`src/rtl/player_collision_detector.sv`:
```
// Per-frame player/obstacle collision detector with a valid/ack report to the movement controller.
// Optional macro PLAYER_COLLISION_OVERRUN_EN enables the sticky overrun flag and held-report protection.
module player_collision_detector #(
  parameter int NUM_OBSTACLES = 4,
  parameter int CNT_WIDTH     = 8
) (
  input  logic                     clk,
  input  logic                     resetN,
  input  logic                     startOfFrame,
  input  logic                     playerDrawingRequest,
  input  logic [3:0]               HitEdgeCode,
  input  logic [NUM_OBSTACLES-1:0] obstacleDrawingRequest,
  input  logic                     collisionAck,
  output logic                     collisionValid,
  output logic [3:0]               collisionEdgeCode,
  output logic [NUM_OBSTACLES-1:0] collisionSource,
  output logic [CNT_WIDTH-1:0]     collisionFrames,
  output logic                     collisionOverrun
);

  typedef enum logic {
    IDLE   = 1'b0,
    REPORT = 1'b1
  } state_t;

  state_t                   state_q, state_d;
  logic                     valid_q, valid_d;
  logic [3:0]               edge_out_q, edge_out_d;
  logic [NUM_OBSTACLES-1:0] src_out_q, src_out_d;
  logic [CNT_WIDTH-1:0]     frames_q, frames_d;

  logic [3:0]               edge_acc_q, edge_acc_d;
  logic [NUM_OBSTACLES-1:0] src_acc_q, src_acc_d;
  logic                     any_acc_q, any_acc_d;

  logic                     hit;
  logic [3:0]               hit_edge;
  logic [NUM_OBSTACLES-1:0] hit_src;
  logic                     new_report;

`ifdef PLAYER_COLLISION_OVERRUN_EN
  logic                     overrun_q, overrun_d;
`endif

  assign hit        = playerDrawingRequest & (|obstacleDrawingRequest);
  assign hit_edge   = hit ? HitEdgeCode : 4'h0;
  assign hit_src    = hit ? obstacleDrawingRequest : '0;
  assign new_report = startOfFrame & any_acc_q;

  // The startOfFrame pixel belongs to the new frame, so it seeds the accumulators.
  always_comb begin
    if (startOfFrame) begin
      edge_acc_d = hit_edge;
      src_acc_d  = hit_src;
      any_acc_d  = hit;
    end else begin
      edge_acc_d = edge_acc_q | hit_edge;
      src_acc_d  = src_acc_q | hit_src;
      any_acc_d  = any_acc_q | hit;
    end
  end

  always_comb begin
    state_d    = state_q;
    valid_d    = valid_q;
    edge_out_d = edge_out_q;
    src_out_d  = src_out_q;
    frames_d   = frames_q;
`ifdef PLAYER_COLLISION_OVERRUN_EN
    overrun_d  = overrun_q;
`endif

    if (new_report && (frames_q != {CNT_WIDTH{1'b1}})) begin
      frames_d = frames_q + CNT_WIDTH'(1);
    end

    unique case (state_q)
      IDLE: begin
        if (new_report) begin
          state_d    = REPORT;
          valid_d    = 1'b1;
          edge_out_d = edge_acc_q;
          src_out_d  = src_acc_q;
        end
      end
      REPORT: begin
        if (new_report) begin
          if (collisionAck) begin
            edge_out_d = edge_acc_q;
            src_out_d  = src_acc_q;
          end else begin
`ifdef PLAYER_COLLISION_OVERRUN_EN
            overrun_d  = 1'b1;
`else
            edge_out_d = edge_acc_q;
            src_out_d  = src_acc_q;
`endif
          end
        end else if (collisionAck) begin
          // Report data reads zero whenever nothing is pending.
          state_d    = IDLE;
          valid_d    = 1'b0;
          edge_out_d = 4'h0;
          src_out_d  = '0;
        end
      end
      default: begin
        state_d    = IDLE;
        valid_d    = 1'b0;
        edge_out_d = 4'h0;
        src_out_d  = '0;
      end
    endcase
  end

  always_ff @(posedge clk or negedge resetN) begin
    if (!resetN) begin
      state_q    <= IDLE;
      valid_q    <= 1'b0;
      edge_out_q <= 4'h0;
      src_out_q  <= '0;
      frames_q   <= '0;
      edge_acc_q <= 4'h0;
      src_acc_q  <= '0;
      any_acc_q  <= 1'b0;
`ifdef PLAYER_COLLISION_OVERRUN_EN
      overrun_q  <= 1'b0;
`endif
    end else begin
      state_q    <= state_d;
      valid_q    <= valid_d;
      edge_out_q <= edge_out_d;
      src_out_q  <= src_out_d;
      frames_q   <= frames_d;
      edge_acc_q <= edge_acc_d;
      src_acc_q  <= src_acc_d;
      any_acc_q  <= any_acc_d;
`ifdef PLAYER_COLLISION_OVERRUN_EN
      overrun_q  <= overrun_d;
`endif
    end
  end

  assign collisionValid    = valid_q;
  assign collisionEdgeCode = edge_out_q;
  assign collisionSource   = src_out_q;
  assign collisionFrames   = frames_q;
`ifdef PLAYER_COLLISION_OVERRUN_EN
  assign collisionOverrun  = overrun_q;
`else
  assign collisionOverrun  = 1'b0;
`endif

endmodule

```
`config.mk`:
```
export PLATFORM = sky130hd
export DESIGN_NAME = player_collision_detector
export DESIGN_NICKNAME = d
export VERILOG_FILES = /design/src/rtl/player_collision_detector.sv
export SDC_FILE = /design/constraint.sdc
export NUM_CORES = 1
export LEC_CHECK = 0
export BUFFER_PORTS_ARGS = -buffer_cell sky130_fd_sc_hd__clkbuf_2
export CELL_PAD_IN_SITES_DETAIL_PLACEMENT = 1
export CELL_PAD_IN_SITES_GLOBAL_PLACEMENT = 1
export CORE_ASPECT_RATIO = 0.75
export CORE_MARGIN = 5
export CORE_UTILIZATION = 39
export DETAILED_ROUTE_END_ITERATION = 10
export PLACE_DENSITY = 0.73
export RECOVER_POWER = 25
export SYNTH_ARGS = -nofsm -noshare
export SYNTH_HDL_FRONTEND = slang
export SYNTH_SLANG_ARGS = --single-unit
```
`constraint.sdc`:
```
create_clock -name clk -period 1.4 [get_ports clk]
set_input_delay 0.42 -clock clk [delete_from_list [all_inputs] [get_ports clk]]
set_output_delay 0.42 -clock clk [all_outputs]
set_load 0.01 [all_outputs]
```
==> flow_summary_export.csv, run 1 <==
group,metric,value,unit
outcome,status,"finished clean",
critical_path,critical_path_class,"reg -> out",
floorplan,rows,16,
logic_synthesis,synth_fa_ha_area_frac,0.0225,
cts,clock_path_buffers,2,
logic_synthesis,synth_nets,100,
route,drc,0,
sta,rsz0062_at_grt,"true",
route,drt-total-wl,2.69,mm
cts,cts_sinks,27,
route,dr.max_layer_used,"met4",
cts,clkTransAtPathRegs,90,ps
logic_synthesis,ys_ff_latch,27,
cts,cts_tree,"done",
route,met3_length,126,um
route,wl_per_cell,16.4,um
logic_synthesis,synth_mux_area_frac,0.0337,
logic_synthesis,ys_types,28,
logic_synthesis,syn_area_per_cell,13.1,sq um
placement,io_buffers,29,
logic_synthesis,mappedNetlistArea,1110,sq um
sta,period_minus_slack,1360,ps
critical_path,r2r_end,"collisionFrames[1]",
route,drt_pass1_iterations,4,
sta,slew-limit-headroom,0.553,
global_routing,grt_pass1_vias,894,
cells_and_area,syn_to_final_growth,30.3,%
route,met2_length,1.35,mm
cts,numCtsBuffers,3,
global_routing,grt_pass1_wl,4.53,mm
sta,worstMarginPinSlew,671,ps
critical_path,critPathSlowestCell,"dfrtp_1",
cells_and_area,drive_gt1_frac,0.445,
global_routing,antenna_found_initial,0,
cells_and_area,num-nets-final,144,
cells_and_area,multi_input_area,432,sq um
logic_synthesis,synthTopCellsByArea,"dfrtp_1 61%, a22o_1 13%, ha_1 2.2%",
critical_path,r2r_setup_slack,40,ps
pwr,power.total,2280,uW
critical_path,cp_max_fo,3,
cts,hold_buffers,0,
critical_path,max_stage_delay,400,ps
pwr,p_leak,0.000712,uW
floorplan,io_pins,31,
cells_and_area,nFillCells,306,
critical_path,worstPathArrival,940,ps
logic_synthesis,synth_top_family_by_area,"compound AO/OA/AOI/OAI gates",
cells_and_area,antenna_cells,0,
logic_synthesis,syn_inst,85,
critical_path,worstReg2RegStart,"collisionFrames[0]",
pwr,power.density,1570,nW/um^2
critical_path,worstRegToRegCells,4,
global_routing,gr-total-overflow,0,
logic_synthesis,synth_top_area_cell,"dfrtp_1",
route,vias,838,
sta,whs,247,ps
hold_path,hp-class,"in -> async",
floorplan,chipHeight,56.3,um
logic_synthesis,synthXorXnorAreaFrac,0.0315,
sta,min_period_over_period,0.974,
logic_synthesis,synth_top_area_share,0.607,
cells_and_area,seqCellArea,676,sq um
critical_path,path_cells,"buf_4 -> clkbuf_2",
global_routing,grt_usage,0.147,
cts,clock_latency,270,ps
floorplan,die_w,71.7,um
sta,slew_violations,0,
placement,placed_area,1380,sq um
logic_synthesis,synthSimpleGateAreaFrac,0.0809,
global_routing,grt_max_degree,28,
route,ant_nets,0,
placement,gp_congestion,0.785,
logic_synthesis,synth_compound_area_frac,0.196,
route,viasPerCell,5.11,
sta,report.final.hold_viol_count,0,
placement,dp_hpwl,2.05,mm
floorplan,initial_core_util,0.415,
floorplan,fp.dieArea,4030,sq um
critical_path,cp.required,980,ps
logic_synthesis,synth-seq-area-share,0.607,
route,drt_iter0_drc,27,
job,maxCapViolCount,0,
cts,h-tree-depth,1,
route,wl_met1,1.19,mm
sta,skew,4.89,ps
cells_and_area,finalInstanceArea,1450,sq um
sta,maxClockFrequency,0.734,GHz
pwr,vdd_drop_max,0.733,mV
sta,finalSetupViolCount,0,
floorplan,coreArea,2680,sq um
critical_path,crit_path_end_kind,"primary output",
cts,root_buffer,"clkbuf_8",
critical_path,crit_path_start_kind,"flop",
sta,setup_tns,0,ps
cells_and_area,final_core_util,0.541,
logic_synthesis,yosysWarnings,0,
layer usage:
layer | vias up | track usage
li1 | 400 | -
met1 | 417 | 0.186
met2 | 19 | 0.247
met3 | 2 | 0.0410
met4 | 0 | 0.0322
met5 | - | 0
cell families (layout without fill, tap and decap cells):
kind of cell    count (synthesis)  after routing
flops                          27             27
compound gates                 25             25
simple gates                   17             17
buf+inv                         6             49
xor+xnor                        4              4
mux                             3              3
fa+ha+maj                       2              2
other cells                     1              1
worst max-delay path by stage:
stage	from	to	slack, ps
after floorplan	collisionFrames[0]	collisionFrames[6]	30
after global placement	startOfFrame	collisionEdgeCode[0]	-100
after detailed placement	startOfFrame	collisionSource[1]	-150
after CTS	collisionFrames[5]	collisionFrames[1]	4
after global routing	collisionFrames[0]	collisionFrames[1]	-20
final	collisionFrames[0]	collisionFrames[0]	40
repair_timing:
action                     in CTS  in global routing
setup endpoints to repair       8                 11
gates resized for setup         2                  6
setup buffers                   0                  0
pin swaps                       0                  3
critical path, delay by kind of cell (launching register included):
kind / cells / cell delay, ps
buffers and inverters: 2 / 270
DFF: 1 / 400
cell type report:
| cell class | count | share of cell area |
|---|---|---|
| clock buffer | 3 | 0.0284 |
| clock inverter | 1 | 0.00517 |
| inverter | 5 | 0.0147 |
| multi-input combinational | 52 | 0.297 |
| sequential | 27 | 0.466 |
| tap | 36 | 0.0310 |
| timing repair buffer | 40 | 0.158 |
synthesized netlist by cell type:
library cell,instances
o21ai_0,1
mux2_1,1
xor2_1,2
nand3_1,2
and2_4,1
clkinv_1,1
inv_1,3
mux2_2,1
xnor2_1,2
o31ai_4,1
a21oi_2,1
or2_1,1
nand4_1,3
a21oi_1,2
ha_1,2
nor3_1,1
nor2_1,3
nor2_4,1
nand2_1,5
a22o_1,17
mux2_4,1
a21o_1,1
inv_4,1
conb_1,1
o41a_1,1
o21ai_1,1
buf_4,1
dfrtp_1,27
layout by cell type, fill, tap and decap left out:
cell / Yosys / final
buf_6: 0 / 1
clkbuf_8: 0 / 3
mux2_4: 1 / 2
dfrtp_1: 27 / 27
o41a_1: 1 / 1
nand2_1: 5 / 4
a21oi_4: 0 / 1
inv_4: 1 / 1
a21oi_1: 2 / 2
nor3_1: 1 / 1
o21ai_2: 0 / 1
clkinv_1: 1 / 1
o21ai_0: 1 / 1
xor2_1: 2 / 2
mux2_2: 1 / 1
inv_1: 3 / 2
a21o_1: 1 / 1
nand2_2: 0 / 1
and2_4: 1 / 1
clkbuf_2: 0 / 30
buf_4: 1 / 9
or2_1: 1 / 1
nor2_1: 3 / 3
xnor2_1: 2 / 2
ha_2: 0 / 2
a22o_1: 17 / 17
conb_1: 1 / 1
nand3_1: 2 / 2
o31ai_4: 1 / 1
nand4_1: 3 / 3
nor2_4: 1 / 1
inv_2: 0 / 1
clkinvlp_4: 0 / 1
power by group:
part           leakage, uW  switching (uW)  internal [uW]
sequential        0.000334             121            943
clock            0.0000217             243            202
combinational     0.000356             385            386
total             0.000712             749           1530
flip-flops by register name, summed over array words and instances, names as in the netlist:
register           flops
collisionEdgeCode      4
collisionFrames        8
edge_acc_q             4
collisionSource        4
src_acc_q              4
collisionValid         1
any_acc_q              1
state_q                1
per-stage QoR:
stage / cells / worst slack [ps]
after floorplan: 85 / 29.8
after global placement: 160 / -97.7
after detailed placement: 160 / -155
after CTS: 164 / 3.93
after global routing: 164 / -23.0
final: 164 / 37.1
No activity file was read; power rests on OpenSTA's default activity.
==> run 2, diff against run 1 <==
Settings changed: PLACE_DENSITY 0.73 to 0.81.
==> run 2 against run 1 <==
Fmax is 0.93% lower; cell count shrank 0.61%; global-route usage up 0.67 points; clock skew is 2.4 ps lower; total power rose by 0.17%; flip-flop and latch count stayed put; via count increased by 0.95%; first-iteration DRC count up 59%; register-to-register slack is essentially flat; worst hold slack better by 2.4 ps; sequential share of layout area rose by 0.36 points; highest routed layer unchanged.
==> flow_summary_export.csv, run 2 (synthesized netlist as in run 1, its figures left out) <==
group,metric,value,unit
outcome,status,"finished clean",
critical_path,worstReg2RegStart,"collisionFrames[0]",
cells_and_area,final_cells,163,
cts,post_cts_buffers,0,
cells_and_area,antenna_cells,0,
global_routing,grt_pass1_wl,4.71,mm
job,maxCapViolCount,0,
cts,root_buffer,"clkbuf_8",
route,ant_nets,0,
global_routing,grt_max_degree,28,
floorplan,die_w,71.7,um
critical_path,path_cells,"buf_6 -> buf_2",
sta,period_minus_slack,1380,ps
global_routing,busiest_layer,"met2",
cells_and_area,final_cell_mix,"29 x clkbuf_2, 27 x dfrtp_1, 17 x a22o_1",
sta,worstMarginPinSlew,684,ps
sta,rsz0062_at_grt,"true",
sta,min_period_over_period,0.983,
global_routing,antenna_found_initial,0,
cts,numCtsBuffers,3,
floorplan,rows,16,
sta,finalSetupViolCount,0,
global_routing,grt_pass1_vias,917,
floorplan,fp.dieArea,4030,sq um
critical_path,worstPathArrival,960,ps
critical_path,cp.required,980,ps
global_routing,grt_usage,0.153,
pwr,vdd_drop_max,0.717,mV
route,vias,846,
sta,slew-limit-headroom,0.544,
global_routing,gr-total-overflow,0,
sta,whs,250,ps
critical_path,critPathSlowestCell,"dfrtp_1",
critical_path,worstRegToRegCells,4,
cells_and_area,num-nets-final,143,
cts,cts_sinks,27,
sta,report.final.hold_viol_count,0,
critical_path,crit_path_start,"collisionFrames[3]",
critical_path,crit_path_start_kind,"flop",
route,drc,0,
placement,io_buffers,29,
pwr,power.density,1590,nW/um^2
route,viasPerCell,5.19,
global_routing,met1_usage,0.191,
global_routing,met3_usage,0.0267,
placement,dp_hpwl,2.11,mm
global_routing,grt_util_met2,0.268,
critical_path,r2r_end,"collisionFrames[1]",
route,wl_per_cell,18.5,um
hold_path,hp-class,"in -> async",
floorplan,coreArea,2680,sq um
placement,placed_area,1370,sq um
cts,clkTransAtPathRegs,100,ps
placement,dpl.cell_count,159,
cells_and_area,finalInstanceArea,1440,sq um
critical_path,cp_max_fo,5,
cells_and_area,final_common_cell,"clkbuf_2",
sta,setup_ws,24.3,ps
cells_and_area,syn_to_final_growth,29.3,%
route,drt_pass1_iterations,4,
cells_and_area,drive_gt1_frac,0.433,
sta,skew,2.51,ps
sta,slew_violations,0,
placement,pre_cts_ws,-179,ps
cts,h-tree-depth,1,
placement,gp_congestion,0.792,
cts,cts_tree,"done",
critical_path,critical_path_class,"reg -> out",
floorplan,initial_core_util,0.415,
cts,clock_path_buffers,2,
route,drt-total-wl,3.02,mm
critical_path,r2r_setup_slack,30,ps
floorplan,io_pins,31,
sta,maxClockFrequency,0.727,GHz
pwr,power.total,2280,uW
critical_path,max_stage_delay,410,ps
cts,hold_buffers,0,
cts,clock_latency,270,ps
pwr,p_leak,0.000703,uW
floorplan,chipHeight,56.3,um
cells_and_area,largest_register_ffs,8,
route,drt_iter0_drc,43,
critical_path,crit_path_end_kind,"primary output",
run 2: cell types whose count changed in the layout (fill, tap and decap cells not counted):
cell	change
buf_2	+1
buf_4	-1
clkbuf_2	-1
mux2_1	+1
mux2_4	-1
run 2: metal layers:
layer / up-vias / share of wire
li1: 397 / -
met1: 422 / 0.42
met2: 21 / 0.54
met3: 6 / 0.025
met4: 0 / 0.019
met5: - / 0
run 2: what timing repair did:
action	in CTS	in global routing
gates resized for setup	1	7
pin swaps	0	2
setup endpoints to repair	8	11
run 2: layout make-up:
type                            instances  area, sq um
Fill cell                             305         1240
Sequential cell                        27          676
Multi-Input combinational cell         52          428
Timing Repair Buffer                   39          221
Tap cell                               36         45.0
Clock buffer                            3         41.3
Inverter                                5         21.3
Clock inverter                          1         7.51
run 2: where the power goes:
part	switching [uW]	total (uW)	leakage, uW	internal, uW
registers	131	1070	0.000334	943
clock network	251	453	0.0000217	202
logic	390	756	0.000346	366
total	772	2280	0.000703	1510
run 2: worst max-delay path, delay by kind of cell (launching register included):
| family | cells | cell delay, ps |
|---|---|---|
| flip-flops | 1 | 410 |
| buffers and inverters | 2 | 280 |
run 2: worst max-delay path by stage:
stage	to	slack, ps	depth (start not counted)
after floorplan	collisionFrames[6]	30	5
after global placement	collisionSource[3]	-100	6
after detailed placement	collisionEdgeCode[3]	-180	6
after CTS	collisionFrames[3]	20	2
after global routing	collisionFrames[1]	-40	4
final	collisionFrames[3]	20	2
run 2: through the flow:
step / util / TNS, ps
final: 0.537 / 0
after global routing: 0.537 / -90.0
after CTS: 0.532 / 0
after detailed placement: 0.511 / -1460
after global placement: 0.511 / -709
after floorplan: - / 0
